$ cat src/rtl/fetch_pkg.sv
// fetch_pkg: shared definitions for the instruction fetch slice.
//   RESET_PC_DEFAULT : default first fetch address after reset
//   BUF_DEPTH        : instruction buffer depth (only 2 supported)
//   fetch_state_t    : fetch FSM states
//   fetch_entry_t    : one buffered instruction with its address
package fetch_pkg;

    localparam logic [31:0] RESET_PC_DEFAULT = 32'h0000_0000;
    localparam int          BUF_DEPTH        = 2;

    typedef enum logic [1:0] {
        RESET_HOLD = 2'd0,
        RUN        = 2'd1,
        FULL       = 2'd2
    } fetch_state_t;

    typedef struct packed {
        logic [31:0] instr;
        logic [31:0] pc;
    } fetch_entry_t;

endpackage

$ cat src/rtl/fetch_buffer.sv
// fetch_buffer: 2-entry FIFO between instruction memory and decode.
//   clk, rst_n : clock, async active-low reset
//   push       : write wr_entry at the tail
//   wr_entry   : entry to write
//   pop        : remove the head entry (ignored when empty)
//   flush      : drop all entries; has priority over push/pop
//   rd_entry   : head entry (registered)
//   count      : occupancy 0..2
//   valid      : head entry present
module fetch_buffer
    import fetch_pkg::*;
(
    input  logic         clk,
    input  logic         rst_n,
    input  logic         push,
    input  fetch_entry_t wr_entry,
    input  logic         pop,
    input  logic         flush,
    output fetch_entry_t rd_entry,
    output logic [1:0]   count,
    output logic         valid
);

    fetch_entry_t e0;
    fetch_entry_t e1;
    logic         do_pop;
    logic         do_push;

    assign do_pop  = pop && (count != 2'd0);
    // A push into a full buffer is only accepted together with a pop.
    assign do_push = push && ((count != 2'd2) || do_pop);

    always_ff @(posedge clk or negedge rst_n) begin
        if (!rst_n) begin
            e0    <= '0;
            e1    <= '0;
            count <= 2'd0;
        end else if (flush) begin
            count <= 2'd0;
        end else begin
            case ({do_push, do_pop})
                2'b10: begin
                    if (count == 2'd0) e0 <= wr_entry;
                    else               e1 <= wr_entry;
                    count <= count + 2'd1;
                end
                2'b01: begin
                    e0    <= e1;
                    count <= count - 2'd1;
                end
                2'b11: begin
                    if (count == 2'd1) begin
                        e0 <= wr_entry;
                    end else begin
                        e0 <= e1;
                        e1 <= wr_entry;
                    end
                end
                default: ;
            endcase
        end
    end

    assign rd_entry = e0;
    assign valid    = (count != 2'd0);

endmodule

$ cat src/rtl/fetch_unit.sv
// fetch_unit: sequential instruction fetch with a 2-entry buffer and redirect.
//   clk, rst_n       : clock, async active-low reset
//   imem_req/addr    : fetch request and word-aligned address
//   imem_rdata       : instruction word, valid the cycle after imem_req
//   redirect_valid/pc: branch/jump redirect from execute
//   instr_valid/ready: handshake toward decode
//   instr, instr_pc, instr_pcplus4 : delivered instruction and addresses
//
// state      | meaning
// RESET_HOLD | first cycle after reset release, no request
// RUN        | requesting while buffer + in-flight credit allows
// FULL       | buffer + in-flight = depth, request only on a pop
module fetch_unit
    import fetch_pkg::*;
#(
    parameter logic [31:0] RESET_PC  = RESET_PC_DEFAULT,
    parameter int          BUF_DEPTH = fetch_pkg::BUF_DEPTH
) (
    input  logic        clk,
    input  logic        rst_n,
    output logic        imem_req,
    output logic [31:0] imem_addr,
    input  logic [31:0] imem_rdata,
    input  logic        redirect_valid,
    input  logic [31:0] redirect_pc,
    output logic        instr_valid,
    input  logic        instr_ready,
    output logic [31:0] instr,
    output logic [31:0] instr_pc,
    output logic [31:0] instr_pcplus4
);

    localparam logic [2:0] CREDITS = 3'(BUF_DEPTH);

    fetch_state_t state;
    logic [31:0]  fetch_pc;
    logic [31:0]  req_pc_q;
    logic         inflight_q;
    logic [1:0]   count;
    fetch_entry_t wr_entry;
    fetch_entry_t rd_entry;
    logic         pop;
    logic         pop_eff;
    logic         push;
    logic [2:0]   occ;
    logic [2:0]   cnt_next;
    logic [2:0]   occ_next;
    logic [31:0]  addr_sel;

    always_comb begin
        pop      = instr_valid & instr_ready;
        // On a redirect the pop is void and the arriving response is stale.
        pop_eff  = pop & ~redirect_valid;
        push     = inflight_q & ~redirect_valid;
        occ      = {1'b0, count} + {2'b0, inflight_q};
        imem_req = redirect_valid |
                   ((state != RESET_HOLD) && (occ < (CREDITS + {2'b0, pop}))); 
        addr_sel = redirect_valid ? redirect_pc : fetch_pc;
        imem_addr = {addr_sel[31:2], 2'b00};
        cnt_next = redirect_valid ? 3'd0
                                  : ({1'b0, count} + {2'b0, push} - {2'b0, pop_eff});
        occ_next = cnt_next + {2'b0, imem_req};
        wr_entry = '{instr: imem_rdata, pc: req_pc_q};
    end

    always_ff @(posedge clk or negedge rst_n) begin
        if (!rst_n) begin
            state      <= RESET_HOLD;
            fetch_pc   <= {RESET_PC[31:2], 2'b00};
            req_pc_q   <= '0;
            inflight_q <= 1'b0;
        end else begin
            inflight_q <= imem_req;
            if (imem_req) begin
                req_pc_q <= imem_addr;
                fetch_pc <= imem_addr + 32'd4;
            end
            if (redirect_valid) begin
                state <= RUN;
            end else begin
                case (state)
                    RESET_HOLD: state <= RUN;
                    RUN, FULL:  state <= (occ_next == CREDITS) ? FULL : RUN;
                    default:    state <= RUN;
                endcase
            end
        end
    end

    fetch_buffer u_buf (
        .clk      (clk),
        .rst_n    (rst_n),
        .push     (push),
        .wr_entry (wr_entry),
        .pop      (pop_eff),
        .flush    (redirect_valid),
        .rd_entry (rd_entry),
        .count    (count),
        .valid    (instr_valid)
    );

    assign instr         = rd_entry.instr;
    assign instr_pc      = rd_entry.pc;
    assign instr_pcplus4 = rd_entry.pc + 32'd4;

endmodule

$ cat config.mk
export PLATFORM = sky130hd
export DESIGN_NAME = fetch_unit
export DESIGN_NICKNAME = d
export VERILOG_FILES = /design/src/rtl/fetch_pkg.sv /design/src/rtl/fetch_buffer.sv /design/src/rtl/fetch_unit.sv
export SDC_FILE = /design/constraint.sdc
export NUM_CORES = 1
export LEC_CHECK = 0
export ABC_AREA = 1
export CORE_ASPECT_RATIO = 0.8
export CORE_MARGIN = 4
export CORE_UTILIZATION = 40
export DETAILED_ROUTE_END_ITERATION = 10
export PLACE_DENSITY_LB_ADDON = 0.2
export SKIP_LAST_GASP = 1
export SLEW_MARGIN = 40
export SYNTH_ARGS = -nofsm -noshare
export SYNTH_HDL_FRONTEND = slang
export SYNTH_SLANG_ARGS = --single-unit
export TNS_END_PERCENT = 50
$ cat constraint.sdc
create_clock -name clk -period 6.8 [get_ports clk]
set_input_delay 1.02 -clock clk [delete_from_list [all_inputs] [get_ports clk]]
set_output_delay 1.02 -clock clk [all_outputs]
set_load 0.02 [all_outputs]
==> out/results.md, run 1 <==
| Item | This run |
|---|---|
| Number of standard-cell rows in the floorplan | 51 |
| Routability congestion estimate | 0.907 |
| Setup TNS | 0 ps |
| Setup Crit Path Kind | primary input to register |
| Data arrival at the endpoint of the critical path | 4460 ps |
| Leakage | 5.67 nW |
| Hold_buf cts | 0 |
| Most frequent standard cell in the layout excluding fill and tap cells | nand2_1 |
| Y dimension of the die | 149 µm |
| Sequential power share | 34.5% |
| Clk_skew | 13.2 ps |
| Post-route clock period utilization | 61.0% |
| Endpoint type of the worst setup path | register |
| Fmax | 0.241 GHz |
| Number of inserted filler cells in the final layout | 2303 |
| Required time worst endpoint | 7120 ps |
| Ports placed on the boundary | 198 |
| Count of placed standard cells in the final layout, fillers left out | 1705 |
| Worst path setup slack after routing | 2650 ps |
| DRT Pass-1 Iters | 5 |
| Initial antenna violation count | 0 |
| Half-perimeter wire length after placement | 18.4 mm |
| Total power after layout | 0.00584 W |
| Final routed wirelength across all metal layers | 25.9 mm |
| Number of enable flip-flop cells after synthesis | 0 |
| Maximum clock insertion buffer count | 2 |
| Most used cells in the layout excluding fill and tap cells | nand2_1 (314), dfrtp_1 (189), clkdlybuf4s50_1 (187) |
| Number of max-slew violations in the final report | 0 |
| Clock network fraction of total power | 18.0% |
| Global-route wire length before repair | 41.5 mm |
| Number of nets in the finished design | 1455 |
| Multi-input gate area | 4440 µm² |
| Final critical delay including setup and external delays | 4150 ps |
| Clock sink total | 189 |
| Starting Density | 40.8% |
| Final setup fails | 0 |
| Number of DRC markers in iteration 0 | 671 |
| Instance count after placement with tap cells included | 1672 |
| Area of the die | 27400 µm² |
| Run status | finished clean |
| FF+latch area | 4730 µm² |
| Placement-stage worst setup slack | 2180 ps |
| Number of levels the H-tree was split into | 4 |
| Antenna-violating nets left | 0 |
| Maximum vdd ir drop | 0.207 mV |
| Via count normalized by instance count | 5.05 |
| Gate count of the mapped netlist | 1215 |
| Internal power consumption | 0.00337 W |
| Logic pwr share | 47.4% |
| Worst min-delay path category | register to register |
| Total vias in the final route | 8613 |
| Number of diodes added for antenna fixing | 0 |
| Floorplan core area | 24400 µm² |
| Net switching fraction of the power | 42.3% |
| Net load switching power | 0.00247 W |
| TritonCTS clock tree | built |
| Type of origin of the critical path | primary input |
| Number of global-route vias before repair | 7952 |
| Most frequently used flop master after synthesis | dfrtp_1 |
| Post-CTS Setup Bufs | 0 |
| Residual overflow from global routing | 0 |
| Clock buffer count from CTS | 17 |
| # Max-Cap Violations | 0 |
| Final cell utilization of the core | 51.8% |
| Share of layout cells above drive strength 1 | 9.23% |
| PwrDens | 463 nW/µm² |
| Post-CTS resize count | 0 |
| Fin. Hold Viols | 0 |
| Routed length per instance | 15.2 µm |
| Seq cells post-synth | 189 |
| Mean Syn Cell Area | 8.18 µm² |
| Overall routing resource usage | 18.7% |
| Worst-Margin Slew | 701 ps |
| Layout-stage area growth over the synthesis result | 27.0% |
| Yosys warning count | 0 |
| Post-synthesis cell type count | 43 |
| Largest net degree at the start of global routing | 115 |
| CTS clock-pin slew for the worst setup and hold paths | 70 ps |
| Root cell of the clock tree | clkbuf_16 |
| Number of design rule violations left after detail routing | 0 |
| Fraction of registers with async set/reset | 100% |
| Netlist Area Pre-Place | 9940 µm² |
| Clk Latency, worst-skew pair | 430 ps |
| X dimension of the die | 184 µm |
| Max FO, Critical Path | 48 |
| Max-slew headroom at the worst pin | 53.3% |
| Unrepaired setup endpoints after global routing | false |
| Sequential element share of the synthesized area | 47.6% |
| # port buffers | 189 |
-- state kept, by name, indices dropped and copies added (netlist names) --
register / cells
state: 2
inflight_q: 1
fetch_pc: 30
u_buf.e1: 62
u_buf.rd_entry: 62
u_buf.count: 2
req_pc_q: 30
-- worst max-delay path, cell delays in order --
cell and delay (ps):
buf_2 90, buf_4 270, inv_2 580, nand3_2 260, inv_1 100, buf_4 410, ha_1 320, inv_1 60
ha_1 120, inv_1 40, fa_1 470, nor2_1 40, ha_1 300, and3_1 160, o211ai_1 110, inv_1 60
-- layer usage --
metal  vias up  GRT usage (%)  routed length, µm
met5         -              0                  0
met4         0           3.62                221
met3        14           4.29               2150
met2       300           25.1              10300
met1      4015           30.4              13200
li1       4284              -                  -
-- kinds of logic after synthesis --
family / Yosys count / share of synthesized area, %
other: 1 / 0.0377
adder cells (fa/ha/maj): 13 / 1.71
buffers and inverters: 180 / 8.05
multiplexers: 32 / 3.63
AO/OA/AOI/OAI: 187 / 11.1
XOR/XNOR: 31 / 2.73
AND/OR/NAND/NOR: 582 / 25.1
flip-flops: 189 / 47.6
-- power groups by stage --
| stage | clock [W] | sequential, W | combinational [W] |
|---|---|---|---|
| 5_1_grt | 0.00112 | 0.00209 | 0.00305 |
| 3_3_place_gp | 0 | 0.00202 | 0.00273 |
| 2_1_floorplan | 0 | 0.00217 | 0.00153 |
| 3_5_place_dp | 0 | 0.00204 | 0.00277 |
| 6_report | 0.00105 | 0.00202 | 0.00277 |
| 4_1_cts | 0.00107 | 0.00202 | 0.00279 |
-- path summary, 6_finish.rpt --
| check | from | end | slack [ps] | cells after the start |
|---|---|---|---|---|
| hold reg to reg | u_buf.e1[13] | u_buf.e1[13] | 490 | 2 |
| hold / removal | u_buf.e1[13] | u_buf.e1[13] | 490 | 2 |
| max in group asynchronous | rst_n | req_pc_q[30] | 5020 | 2 |
| min in group asynchronous | rst_n | u_buf.e1[43] | 590 | 1 |
| setup reg to reg | u_buf.count[1] | state[1] | 3440 | 16 |
| setup / recovery | redirect_valid | state[1] | 2650 | 16 |
-- metrics by stage --
stage	instance area, µm²	hold WS, ps
after floorplan	9950	449
final	12600	489
after global routing	12600	514
after detailed placement	12000	469
after CTS	12600	491
after global placement	12000	466
-- Yosys cell counts (all sizes together), types with 2 or more instances --
library cell / number / share of area (%)
a21oi: 21 / 1.1
a31oi: 40 / 2.5
and3: 2 / 0.13
buf: 46 / 3.0
clkbuf: 20 / 0.76
dfrtp: 189 / 48
ha: 12 / 1.5
inv: 114 / 4.3
mux2: 32 / 3.6
nand2: 330 / 13
nand3: 93 / 4.7
nand4: 8 / 0.50
nor2: 130 / 5.5
nor3: 10 / 0.67
nor3b: 2 / 0.15
nor4: 2 / 0.13
o211ai: 34 / 2.6
o21ai: 89 / 4.7
or2: 2 / 0.13
xor2: 31 / 2.7
-- final cells by class --
class | instances | area share (%)
multi-input combinational | 851 | 35.2
sequential | 189 | 37.5
inverter | 114 | 3.41
clock buffer | 17 | 3.37
tap | 318 | 3.15
clock inverter | 15 | 1.59
timing repair buffer | 201 | 15.8
Power figures use the tool's default switching activity.
==> run 2: changes to the inputs <==
==> constraint.sdc (replaced) <==
create_clock -name clk -period 3.32 [get_ports clk]
set_input_delay 0.498 -clock clk [delete_from_list [all_inputs] [get_ports clk]]
set_output_delay 0.498 -clock clk [all_outputs]
set_load 0.02 [all_outputs]
==> run 2 against run 1 <==
Against the previous run:
- non-clock buffer count rose by 3
- largest power group unchanged
- via count fell by 0.57%
- design area rose by 0.73%
- critical path depth fell by 9
- clock power rose by 95%
- worst setup slack got worse by 2500 ps
- power rose by 100%
- global-route usage rose by 0.52 points
==> out/results.md, run 2 (synthesized netlist as in run 1, its figures left out) <==
| Item | This run | Delta |
|---|---|---|
| Most used cells in the layout excluding fill and tap cells | nand2_1 (314), dfrtp_1 (189), clkdlybuf4s50_1 (183) |  |
| Starting Density | 40.8% | unchanged |
| Hold_buf cts | 0 | unchanged |
| Clk_skew | 16.2 ps | +3.05 ps |
| Placed Instance Area | 12100 µm² | +0.65% |
| Worst r2r dst | state[1] |  |
| CTS clock-pin slew for the worst setup and hold paths | 80 ps | about the same |
| Max-slew headroom at the worst pin | 54.1% | +0.80 points |
| Most frequent standard cell in the layout excluding fill and tap cells | nand2_1 |  |
| Half-perimeter wire length after placement | 18.7 mm | +1.9% |
| Post-route clock period utilization | 95.6% |  |
| Number of global-route vias before repair | 8079 | +1.6% |
| Number of levels the H-tree was split into | 4 | unchanged |
| Routed length per instance | 15.2 µm | +0.50% |
| Origin of the worst setup path | u_buf.rd_entry[4] |  |
| Total vias in the final route | 8564 | -0.57% |
| Placement-stage worst setup slack | 314 ps | -1860 ps |
| Number of max-slew violations in the final report | 0 | unchanged |
| Clock network fraction of total power | 17.2% | -0.8 points |
| Leakage | 5.75 nW | +1.4% |
| Internal power consumption | 0.00679 W | +100% |
| Max FO, Critical Path | 5 | -90% |
| Number of standard-cell rows in the floorplan | 51 | unchanged |
| Residual overflow from global routing | 0 | unchanged |
| Worst-Margin Slew | 689 ps | -12.0 ps |
| Y dimension of the die | 149 µm | unchanged |
| Number of nets in the finished design | 1458 | +0.21% |
| Share of layout cells above drive strength 1 | 9.64% | +0.41 points |
| Worst min-delay path category | primary input to async pin |  |
| # port buffers | 189 | unchanged |
| Area of the die | 27400 µm² | unchanged |
| Layout-stage area growth over the synthesis result | 27.9% |  |
| End of the critical path | instr_pcplus4[25] |  |
| Sequence of cells on the critical path | inv_1, nor3_4, nand2_1, nor2_1, nand3_1, xor2_1, clkdlybuf4s50_1 |  |
| Family of cells with the greatest summed delay on the critical path | simple AND/OR/NAND/NOR gates |  |
| Via count normalized by instance count | 5.01 | -0.74% |
| Overall routing resource usage | 19.2% | +0.52 points |
| Sequential power share | 34.7% | +0.2 points |
| Number of design rule violations left after detail routing | 0 | unchanged |
| Net load switching power | 0.00510 W | +110% |
| Reg2Reg Launch Point | u_buf.count[1] |  |
| Worst path setup slack after routing | 146 ps | -2510 ps |
| Number of diodes added for antenna fixing | 0 | unchanged |
| # Max-Cap Violations | 0 | unchanged |
| Ports placed on the boundary | 198 | unchanged |
| Largest net degree at the start of global routing | 125 | +8.7% |
| Logic pwr share | 48.0% | +0.6 points |
| DRT Pass-1 Iters | 5 | unchanged |
| Global-route wire length before repair | 42.6 mm | +2.5% |
| Initial antenna violation count | 0 | unchanged |
| Clk Latency, worst-skew pair | 440 ps | about the same |
| Required time worst endpoint | 2820 ps | -4300 ps |
| Routability congestion estimate | 0.920 | +1.4% |
| Clock buffer count from CTS | 17 | unchanged |
| Net switching fraction of the power | 42.9% | +0.62 points |
| Endpoint type of the worst setup path | output port |  |
| X dimension of the die | 184 µm | unchanged |
| Number of inserted filler cells in the final layout | 2258 | -2.0% |
| Final setup fails | 0 | unchanged |
| Multi-input gate area | 4450 µm² | +0.42% |
| TritonCTS clock tree | built |  |
| Stages on worst setup path | 7 | -9 |
| Type of origin of the critical path | register |  |
| PwrDens | 935 nW/µm² | +100% |
| Reg-to-reg setup timing slack | 420 ps | -3020 ps |
| Antenna-violating nets left | 0 | unchanged |
| Root cell of the clock tree | clkbuf_16 |  |
| Final routed wirelength across all metal layers | 26.0 mm | +0.68% |
| Maximum vdd ir drop | 0.412 mV | +99% |
| Number of DRC markers in iteration 0 | 732 | +9.1% |
| Floorplan core area | 24400 µm² | unchanged |
| Clock sink total | 189 | unchanged |
| Run status | finished clean |  |
| Cell with the largest stage delay on the worst path | clkdlybuf4s50_1 |  |
| Buffers plus inverters on the worst setup path | 2 | -6 |
| Final critical delay including setup and external delays | 3170 ps |  |
| Unrepaired setup endpoints after global routing | true |  |
| Data arrival at the endpoint of the critical path | 2680 ps | -1780 ps |
| Setup Crit Path Kind | register to output port |  |
| R2R depth | 15 | -1 |
| Critical Path Max Stage Delay | 630 ps | +50 ps |
| Maximum clock insertion buffer count | 2 | unchanged |
| Fmax | 0.315 GHz |  |
| FF+latch area | 4730 µm² | unchanged |
| Post-CTS Setup Bufs | 0 | unchanged |
| Fin. Hold Viols | 0 | unchanged |
| Cell area after layout | 12700 µm² | +0.73% |
[run 2: power by group through the flow]
stage,sequential [W],combinational [W],clock [W]
finish,0.00413,0.00571,0.00205
global route,0.00429,0.00633,0.00221
CTS,0.00413,0.00576,0.00211
detailed placement,0.00417,0.00573,0
global placement,0.00413,0.00565,0
floorplan,0.00444,0.00313,0
[run 2: worst min-delay path by stage]
stage | from | end | slack [ps]
after floorplan | rst_n | fetch_pc[10] | 200
after global placement | u_buf.e1[23] | u_buf.e1[23] | 470
after detailed placement | fetch_pc[19] | fetch_pc[19] | 470
after CTS | rst_n | u_buf.rd_entry[43] | 110
after global routing | rst_n | u_buf.rd_entry[44] | 120
final | rst_n | u_buf.rd_entry[43] | 70
[run 2: through the flow]
step | total power [W] | std cells | TNS [ps] | hold slack (ps) | utilization (%)
5_1_grt | 0.0128 | 1708 | -185 | 121 | 52.1
4_1_cts | 0.0120 | 1708 | 0 | 108 | 52.0
3_3_place_gp | 0.00978 | 1676 | 0 | 466 | 49.5
6_report | 0.0119 | 1708 | 0 | 73.2 | 52.1
2_1_floorplan | 0.00757 | 1220 | 0 | 202 | -
3_5_place_dp | 0.00990 | 1676 | 0 | 470 | 49.5
[run 2: cell type report]
| type | count | area share, % |
|---|---|---|
| Timing Repair Buffer | 204 | 16.3 |
| Multi-Input combinational cell | 851 | 35.0 |
| Clock inverter | 15 | 1.56 |
| Inverter | 114 | 3.38 |
| Sequential cell | 189 | 37.2 |
| Tap cell | 318 | 3.13 |
| Clock buffer | 17 | 3.35 |
[run 2: worst register-to-register path, delay by kind of cell (launching register included)]
family	cells	cell delay [ps]
AO/OA/AOI/OAI	1	110
adder cells (fa/ha/maj)	5	1350
buffers and inverters	6	520
flip-flops	1	460
AND/OR/NAND/NOR	3	360
[run 2: routing by layer]
layer | up-vias | part of all wire (%) | track usage, %
li1 | 4278 | - | -
met1 | 3964 | 52 | 31.1
met2 | 304 | 40 | 26.0
met3 | 18 | 7.5 | 4.17
met4 | 0 | 0.87 | 4.03
met5 | - | 0 | 0
[run 2: timing repair]
item,in CTS,in global routing
resized for setup,1,7
endpoints found under the setup margin,2,11
gates cloned,0,0
